File: src/rtl/sat_counter.sv
// Event counter that sticks at all-ones instead of wrapping.
module sat_counter #(
  parameter int CNT_W = 16
) (
  input  logic             clk,
  input  logic             rst_n,
  input  logic             clr,
  input  logic             inc,
  output logic [CNT_W-1:0] cnt
);

  always_ff @(posedge clk or negedge rst_n) begin
    if (!rst_n) begin
      cnt <= '0;
    end else if (clr) begin
      cnt <= '0;
    end else if (inc && (cnt != '1)) begin
      cnt <= cnt + CNT_W'(1);
    end
  end

endmodule

File: config.mk
export PLATFORM = sky130hd
export DESIGN_NAME = sat_counter
export DESIGN_NICKNAME = d
export VERILOG_FILES = /design/src/rtl/sat_counter.sv
export SDC_FILE = /design/constraint.sdc
export NUM_CORES = 1
export LEC_CHECK = 0
export ABC_AREA = 1
export CAP_MARGIN = 30
export CORE_MARGIN = 5
export CORE_UTILIZATION = 50
export DETAILED_ROUTE_END_ITERATION = 8
export GPL_TIMING_DRIVEN = 0
export PLACE_DENSITY = 0.87
export SYNTH_ARGS = -nofsm -noshare
export SYNTH_HDL_FRONTEND = slang
export SYNTH_SLANG_ARGS = --single-unit
File: constraint.sdc
create_clock -name clk -period 2.2 [get_ports clk]
set_input_delay 0.66 -clock clk [delete_from_list [all_inputs] [get_ports clk]]
set_output_delay 0.66 -clock clk [all_outputs]
set_load 0.01 [all_outputs]
==> results summary <==
Summing every instance area after synthesis gives 1037 µm². Once the clock tree was built, the setup fixing pass inserted 0 buffers. The clock-pin slew reported for the worst setup and hold paths after clock tree synthesis is 90 ps. The maximum fanout count along the critical path came out at 7. The wire length of the first global-routing pass came out at roughly 4200 µm. The via count of the first global-routing pass came out at between 900 and 1000. The critical path depth in cells came out at 1. The upper clock frequency limit is between 400 and 500 MHz. Setup repair after global routing left no endpoint under its margin.

The area added between synthesis and finish came out at 23.76%. Measured against its own limit, the worst slew margin works out to approximately half. After synthesis, the cell types taking the most area are sky130_fd_sc_hd__dfrtp_1, sky130_fd_sc_hd__nand2_1, sky130_fd_sc_hd__nand3_1. The floorplan step defined a core boundary enclosing 1962 µm². The number of hold-repair buffers added at the cts stage is 0. The number of pins exceeding their max-slew limit in the final report came out at 0. The later pin in the worst-skew pair is clocked with a latency of ~280 ps.

The area fraction of the dominant cell type after synthesis came out at about two fifths. STA classifies the critical path endpoint as an output port. The register area share after synthesis is 38.60%. The number of distinct standard cells referenced by the synthesized netlist came out at 23. The critical path in this run is classified as register to output port. In this run the core area contains 16 standard-cell rows. The hold violation count in the final report is 0. The delay of the slowest cell on the worst path came out at slightly below 600 ps. The average instance in the mapped netlist occupies 7.203 µm².

The overall die area came out at 3085 µm². The number of stages on the worst hold path is 2. During I/O placement, the number of pins put on the boundary was 20. The flow ran to the end, and the final reports show no timing, DRC or antenna violations. The fraction of registers with async set/reset came out at 100.0%.

The total negative slack came out at 0 ps. The proportion of total power due to net switching came out at between 20% and 30%. The post-layout worst setup margin came out at 188.6 ps. The most used flip-flop cell after synthesis is sky130_fd_sc_hd__dfrtp_1. The number of vias after detailed routing came out at between 1000 and 1500. The post-detailed-route wirelength per cell came out at around 13 µm. The proportion of power drawn by combinational gates is a little over 10%. Clock tree synthesis selected as its root buffer the cell sky130_fd_sc_hd__clkbuf_4. TritonCTS built the clock tree. The final global-route overflow total came out at 0. The power dissipated by switching net loads came out at 0.1255 mW. Of all cell types, the one taking the most synthesized area is sky130_fd_sc_hd__dfrtp_1.

The detailed-route vias per instance is 5.269. The number of design rule violations left after detail routing is 0. The clock tree skew after final layout is ~1 ps. The time the final worst path needs with I/O delays and setup is 2011 ps. At the end of routability-driven placement, the weighted congestion stood at roughly 0.9. Global routing used between 10% and 20% of the available tracks across all layers. The cell family contributing the most delay on the critical path is buffers and inverters. The total clock buffers created by CTS is 3. The count of H-tree levels built during CTS is 1. The count of flip-flops with a built-in enable after synthesis is 0. The number of max-cap violations is 0. The data arrival time at the worst-slack endpoint is between 1000 and 1500 ps. The logic depth of the worst register-to-register path came out at 9. The worst IR drop on VDD came out at ~260 µV.

The startpoint of the most critical hold path is cnt[14]. The kind of path behind the tightest hold check is register to register. The relative contribution of the clock network to total power is between 30% and 40%. The slowest stage of the critical path belongs to the cell sky130_fd_sc_hd__clkdlybuf4s50_1.

After legalization and detailed placement, the total HPWL measured ~1900 µm. The critical path required time is about 1500 ps. Measured along the y axis, the die boundary spans approximately 56 µm. The number of buffers between clock root and the deepest sink is 2. The count of nets left with antenna violations once routing finished came out at 0.

The worst setup path is launched from a register. The startpoint identified for the worst register-to-register timing path is cnt[0]. The pin slew with the least headroom to its limit is ~740 ps. The proportion of layout cells with a drive suffix above 1 is 9.036%. The post-synth net total came out at 149. The sequential fraction of design power came out at between 50 and 60%.

The number of synthesis warnings came out at 0. Synthesis produced between 100 and 150 cells. In this run the critical register-to-register path is captured at cnt[8]. The minimum setup slack after placement is approximately 190 ps. The number of antenna cells inserted came out at 0. The final routed wirelength across all metal layers is 2485 µm.

Walking the worst path, the cells encountered are clkdlybuf4s50_1. Power spread over the standard cell area amounts to between 300 and 400 nW/µm². Cell internal power was estimated by the tool at 0.3816 mW. Counting both buffers and inverters, the worst setup path holds a total of 1. The initial cell density of the core is ~53%. For this design, the sink count on the clock tree is 16. Summing all placed instances gives a cell area of about 1300 µm².

The number of antenna violations at the first check in global routing is 0. The post-cts gate resize count came out at 0. The total number of nets in the final design came out at roughly 170. The static leakage is between 0.5 and 0.6 nW. Setup violations remaining at the end of the flow were counted as 0. The synthesis-stage register bit count is 16.

cnt holds more flip-flops than any other register. The floorplan die width is approximately 56 µm. Entering global routing, the biggest net connects 17 pins. The flip-flop count of the largest register after layout is 16.

The number of input and output port buffers inserted is 19. The reg2reg setup slack came out at around 440 ps. The largest registers in the layout are cnt x16.

The first-pass iteration count of the detailed router came out at 6. The number of DRC markers after the initial detailed-route iteration is 26. The path with the worst hold slack has its endpoint at cnt[14].

The portion of the clock cycle consumed by the worst path in the final layout came out at 91.43%. The area of all placed cells without fillers came out at approximately 1300 µm².
worst max path at each step:
stage | startpoint | to | slack (ps)
2_1_floorplan | cnt[1] | cnt[7] | 680
3_3_place_gp | inc | cnt[8] | 200
3_5_place_dp | inc | cnt[8] | 190
4_1_cts | cnt[7] | cnt[7] | 180
5_1_grt | cnt[7] | cnt[7] | 130
6_report | cnt[7] | cnt[7] | 190
stage by stage:
step | utilization, % | hold slack [ps] | std cells | power [mW]
2_1_floorplan | - | 364.4 | 144 | 0.3330
3_3_place_gp | 64.29 | 520.5 | 190 | 0.3573
3_5_place_dp | 64.29 | 535.1 | 190 | 0.3590
4_1_cts | 65.43 | 557.5 | 193 | 0.5128
5_1_grt | 65.43 | 612.9 | 193 | 0.5355
6_report | 65.43 | 557.6 | 193 | 0.5071
cells by family (layout without fill, tap and decap cells):
group                    count (synthesis)  in the layout  share of synthesized area [%]
AND/OR/NAND/NOR                         98             98                          42.82
flip-flops                              16             16                          38.60
buffers and inverters                   16             38                          7.719
AO/OA/AOI/OAI                            8              8                          5.428
XOR/XNOR                                 5              5                          4.223
adder cells (fa/ha/maj)                  1              1                          1.206
cells in the mapped netlist (2+ instances only):
cell type,n
sky130_fd_sc_hd__dfrtp_1,16
sky130_fd_sc_hd__nand2_4,2
sky130_fd_sc_hd__inv_1,11
sky130_fd_sc_hd__nor2_4,2
sky130_fd_sc_hd__xor2_1,3
sky130_fd_sc_hd__nor2_1,14
sky130_fd_sc_hd__o21ai_0,4
sky130_fd_sc_hd__nand4_1,9
sky130_fd_sc_hd__o21bai_1,2
sky130_fd_sc_hd__nand3_1,12
sky130_fd_sc_hd__nand2_1,55
sky130_fd_sc_hd__nand2_2,2
sky130_fd_sc_hd__xnor2_1,2
cell type report:
| type | instances | area [µm²] |
|---|---|---|
| Fill cell | 191 | 678.2 |
| Buffer | 3 | 28.78 |
| Clock buffer | 3 | 22.52 |
| Tap cell | 27 | 33.78 |
| Inverter | 13 | 51.30 |
| Timing Repair Buffer | 19 | 190.2 |
| Sequential cell | 16 | 400.4 |
| Multi-Input combinational cell | 112 | 556.8 |
placed cells by master (no fill, tap or decap), types with 2 or more instances in the layout:
cell,instances
sky130_fd_sc_hd__xnor2_1,2
sky130_fd_sc_hd__nand4_1,9
sky130_fd_sc_hd__clkbuf_4,3
sky130_fd_sc_hd__clkdlybuf4s50_1,19
sky130_fd_sc_hd__o21bai_1,2
sky130_fd_sc_hd__nand2_4,2
sky130_fd_sc_hd__nand3_1,12
sky130_fd_sc_hd__o21ai_0,4
sky130_fd_sc_hd__nor2_4,2
sky130_fd_sc_hd__inv_1,11
sky130_fd_sc_hd__dfrtp_1,16
sky130_fd_sc_hd__nand2_2,2
sky130_fd_sc_hd__nor2_1,14
sky130_fd_sc_hd__xor2_1,3
sky130_fd_sc_hd__nand2_1,55
power by group through the flow:
stage | combinational, mW | sequential (mW) | clock (mW)
2_1_floorplan | 0.0253 | 0.308 | 0
3_3_place_gp | 0.0509 | 0.306 | 0
3_5_place_dp | 0.0524 | 0.307 | 0
4_1_cts | 0.0527 | 0.301 | 0.159
5_1_grt | 0.0577 | 0.302 | 0.176
6_report | 0.0522 | 0.301 | 0.154
metal layers:
metal | share of wire, % | wire [µm] | global-route usage [%] | vias up
li1 | - | - | - | 508
met1 | 42 | 1051 | 20.55 | 477
met2 | 52 | 1281 | 28.72 | 26
met4 | 1.9 | 46 | 7.639 | 0
met3 | 4.2 | 105 | 2.797 | 6
met5 | 0 | 0 | 0 | -
No activity file was read; power rests on OpenSTA's default activity.
==> RTL change 1 (same settings) <==
Add an input register stage for `clr` and `inc`, without a reset; this delays them by one clock.
--- a/src/rtl/sat_counter.sv
+++ b/src/rtl/sat_counter.sv
@@ -9,12 +9,20 @@
   output logic [CNT_W-1:0] cnt
 );
 
+  logic clr_q;
+  logic inc_q;
+
+  always_ff @(posedge clk) begin
+    clr_q <= clr;
+    inc_q <= inc;
+  end
+
   always_ff @(posedge clk or negedge rst_n) begin
     if (!rst_n) begin
       cnt <= '0;
-    end else if (clr) begin
+    end else if (clr_q) begin
       cnt <= '0;
-    end else if (inc && (cnt != '1)) begin
+    end else if (inc_q && (cnt != '1)) begin
       cnt <= cnt + CNT_W'(1);
     end
   end
Function: changed (a bounded check fails within 4 cycles, from zero or initial values and one cycle with rst_n low).
==> RTL change 1 against the original RTL <==
  * Total power up 18%
  * Cell area increased by 4.2%
  * Routed wire length down 0.72%
  * Critical path type unchanged
  * Sequential power grew 13%
  * Sequential cell count increased by 2
  * Area after synthesis increased by 3.9%
  * Register-to-register slack lost 0.03 ns
  * Worst setup slack lost 0.012 ns
  * Combinational power decreased by 4%
==> RTL change 1: results (changes against the original RTL) <==
| Metric | Value |
|---|---|
| Top cells by area, synth | `dfrtp_1, nand2_1, nand3_1 (unchanged)` |
| Outcome | `complete, no violations (unchanged)` |
| Min-Delay Endpoint | `cnt[4] (was cnt[14])` |
| Asr flop ratio synth | `0.889 (was 1.00)` |
| Clk root buf | `clkbuf_4 (unchanged)` |
| GRT Util Overall | `0.167 (was 0.168)` |
| Antenna Diode Count | `0 (unchanged)` |
| Largest registers | `cnt (16), clr_q (1), inc_q (1) (was cnt (16))` |
| GP Congestion | `0.797 (was 0.874)` |
| Cell family with most CP delay | `buffers and inverters (unchanged)` |
| CTS H-tree lvls | `1 (unchanged)` |
| Worst Clk Skew | `0.00281 ns (was 0.00100 ns)` |
| Min-delay worst type | `reg -> reg (unchanged)` |
| Worst Min Path Start | `clr_q (was cnt[14])` |
| Worst Hold Depth | `3 (was 2)` |
| Placed Instances | `192 (was 190)` |
| Library cells used by synthesis | `24 (was 23)` |
| # nets final | `175 (was 173)` |
| Post-synthesis net count | `151 (was 149)` |
| VDD IR max | `335 µV (was 262 µV)` |
| Post-cts resize count | `0 (unchanged)` |
| CP max stage cell | `clkdlybuf4s50_1 (unchanged)` |
| Via density | `5.26 (was 5.27)` |
| Final WL | `2470 µm (was 2490 µm)` |
| Register-to-register setup slack | `0.41 ns (was 0.44 ns)` |
| DP HPWL | `1820 µm (was 1890 µm)` |
| Register area share after synthesis | `0.409 (was 0.386)` |
| Clock-pin slew of the registers on the worst-case setup and hold paths | `approximately 0.10 ns` |
| First-pass DRT Iterations | `4 (was 6)` |
| First-pass GRT wire length | `4260 µm (was 4200 µm)` |
| Initial antenna violation count | `0 (unchanged)` |
| Pleak | `0.000623 µW (was 0.000599 µW)` |
| Yosys Warn Count | `0 (unchanged)` |
| Number of global-route vias before repair | `937 (was 956)` |
| Worst-Margin Slew | `0.724 ns (was 0.735 ns)` |
| Fraction of layout cells with a size suffix above 1 | `0.0947 (was 0.0904)` |
| Pint | `457 µW (was 382 µW)` |
| Crit path arrival time | `around 1.4 ns` |
| Top FF cell, synth | `dfrtp_1 (unchanged)` |
| Largest net degree at the start of global routing | `17 (unchanged)` |
| 1st-iter DRT viols | `37 (was 26)` |
| DR WL/cell | `12.6 µm (was 12.9 µm)` |
| Mean Syn Cell Area | `7.38 µm² (was 7.20 µm²)` |
| Worst-Skew Late Latency | `0.30 ns (was 0.28 ns)` |
| Critical path peak fanout | `7 (unchanged)` |
[RTL change 1: metal layers]
layer,share of wire,global-route usage
met1,0.42,0.218
met2,0.51,0.280
met3,0.047,0.0229
met4,0.015,0.0610
met5,0,0
[RTL change 1: layout make-up]
| class | count | area (µm²) |
|---|---|---|
| plain buffers | 3 | 28.8 |
| clock buffers | 4 | 36.3 |
| fillers | 180 | 664 |
| inverters | 13 | 51.3 |
| multi-input cells | 112 | 557 |
| flip-flops and latches | 18 | 440 |
| well taps | 27 | 33.8 |
| repair buffers | 19 | 190 |
[RTL change 1: cells by family after synthesis]
group	count (synthesis)	synth area share
simple gates	98	0.412
compound gates	8	0.0523
fa+ha+maj	1	0.0116
buf+inv	16	0.0743
flops	18	0.409
xor+xnor	5	0.0407
[RTL change 1: per-stage QoR]
| stage | instance area, µm² | worst slack (ns) | total power, µW | hold WS (ns) |
|---|---|---|---|---|
| 2_1_floorplan | 1080 | 0.680 | 373 | 0.364 |
| 3_3_place_gp | 1300 | 0.529 | 396 | 0.523 |
| 3_5_place_dp | 1300 | 0.482 | 398 | 0.544 |
| 4_1_cts | 1340 | 0.153 | 604 | 0.564 |
| 5_1_grt | 1340 | 0.0904 | 619 | 0.609 |
| 6_report | 1340 | 0.176 | 596 | 0.560 |
[RTL change 1: worst max path at each step]
stage,start,endpoint,depth (start not counted)
3_3_place_gp,cnt[7],cnt[7],1
3_5_place_dp,cnt[0],cnt[8],9
4_1_cts,cnt[7],cnt[7],1
2_1_floorplan,cnt[1],cnt[7],10
5_1_grt,cnt[7],cnt[7],1
6_report,cnt[7],cnt[7],1
[RTL change 1: power groups by stage]
stage,sequential (µW),clock (µW),combinational (µW)
floorplan,348,0,25.1
global placement,347,0,49.5
detailed placement,347,0,50.8
CTS,341,212,51.0
global route,342,222,55.0
finish,341,204,50.3
==> RTL change 2 (config.mk and constraints unchanged) <==
Without the edit above. The parameter `CNT_W` goes from 16 to 12.
--- a/src/rtl/sat_counter.sv
+++ b/src/rtl/sat_counter.sv
@@ -1,6 +1,6 @@
 // Event counter that sticks at all-ones instead of wrapping.
 module sat_counter #(
-  parameter int CNT_W = 16
+  parameter int CNT_W = 12
 ) (
   input  logic             clk,
   input  logic             rst_n,
Ports: changed (resized cnt); port bits go from 20 to 16. The function was not compared with the original's and may differ.
==> RTL change 2 against the original RTL <==
  * Routed wire length decreased by 31%
  * Total power decreased by 20%
  * Worst setup slack improved by 0.044 ns
  * Cell area decreased by 27%
  * Critical path depth unchanged
  * Area after synthesis decreased by 28%
  * Hold slack got worse by 0.011 ns
  * Sequential cell count decreased by 4
==> RTL change 2: results (changes against the original RTL) <==
| Metric | Value |
|---|---|
| Mapped Cells | `110 (was 144)` |
| GRT Util Overall | `0.154 (was 0.168)` |
| Clock-pin slew of the registers on the worst-case setup and hold paths | `0.07 ns (was 0.09 ns)` |
| Final Non-Filler Cells | `144 (was 193)` |
| GP Congestion | `0.820 (was 0.874)` |
| Crit path arrival time | `1.31 ns (was 1.35 ns)` |
| Register area share after synthesis | `0.400 (was 0.386)` |
| DP HPWL | `1270 µm (was 1890 µm)` |
| Register-to-register setup slack | `0.71 ns (was 0.44 ns)` |
| Worst-Margin Slew | `0.549 ns (was 0.735 ns)` |
| Via density | `5.23 (was 5.27)` |
| Synth Area in Compound Gates | `0.0200 (was 0.0543)` |
| First-pass GRT wire length | `2880 µm (was 4200 µm)` |
| Top cells by area, synth | `dfrtp_1, nand2_1, nand3_1 (unchanged)` |
| Area of the multi-input gates | `400 µm² (was 557 µm²)` |
| Post-Route M1 WL | `787 µm (was 1050 µm)` |
| Combinational gate power | `41.5 µW (was 52.2 µW)` |
| 1st-iter DRT viols | `15 (was 26)` |
| Post-synthesis adder-cell area fraction | `0.0167 (was 0.0121)` |
| GRT met1 Usage | `0.200 (was 0.205)` |
| Worst Clk Skew | `0.00254 ns (was 0.00100 ns)` |
| Met2 Wirelength | `806 µm (was 1280 µm)` |
| Library cells used by synthesis | `16 (was 23)` |
| XOR/XNOR Fraction of Synth Area | `0.0350 (was 0.0422)` |
| VDD IR max | `316 µV (was 262 µV)` |
| Largest net degree at the start of global routing | `13 (was 17)` |
| Pleak | `0.000441 µW (was 0.000599 µW)` |
| Worst r2r dst | `cnt[0] (was cnt[8])` |
| Number of global-route vias before repair | `653 (was 956)` |
| Pint | `304 µW (was 382 µW)` |
| Outcome | `complete, no violations (unchanged)` |
| M2 GR Usage | `0.235 (was 0.287)` |
| Largest registers | `cnt (12) (was cnt (16))` |
| P_seq | `228 µW (was 301 µW)` |
| Post-synthesis net count | `115 (was 149)` |
| Placed cell areas | `921 µm² (was 1260 µm²)` |
-- RTL change 2: area by class of cell --
| class | count | area share |
|---|---|---|
| Multi-Input combinational cell | 86 | 0.424 |
| Tap cell | 16 | 0.0212 |
| Timing Repair Buffer | 15 | 0.159 |
| Inverter | 12 | 0.0531 |
| Clock buffer | 3 | 0.0239 |
| Sequential cell | 12 | 0.318 |
-- RTL change 2: metrics by stage --
step | hold WS, ns | power (µW)
finish | 0.547 | 406
global placement | 0.525 | 273
floorplan | 0.364 | 250
detailed placement | 0.531 | 274
global route | 0.608 | 426
CTS | 0.551 | 408
-- RTL change 2: worst max-delay path by stage --
stage	slack (ns)	startpoint	endpoint	depth (start not counted)
5_1_grt	0.17	cnt[3]	cnt[3]	1
6_report	0.23	cnt[3]	cnt[3]	1
2_1_floorplan	0.88	cnt[0]	cnt[9]	9
4_1_cts	0.23	cnt[3]	cnt[3]	1
3_5_place_dp	0.36	clr	cnt[6]	6
3_3_place_gp	0.36	clr	cnt[6]	6
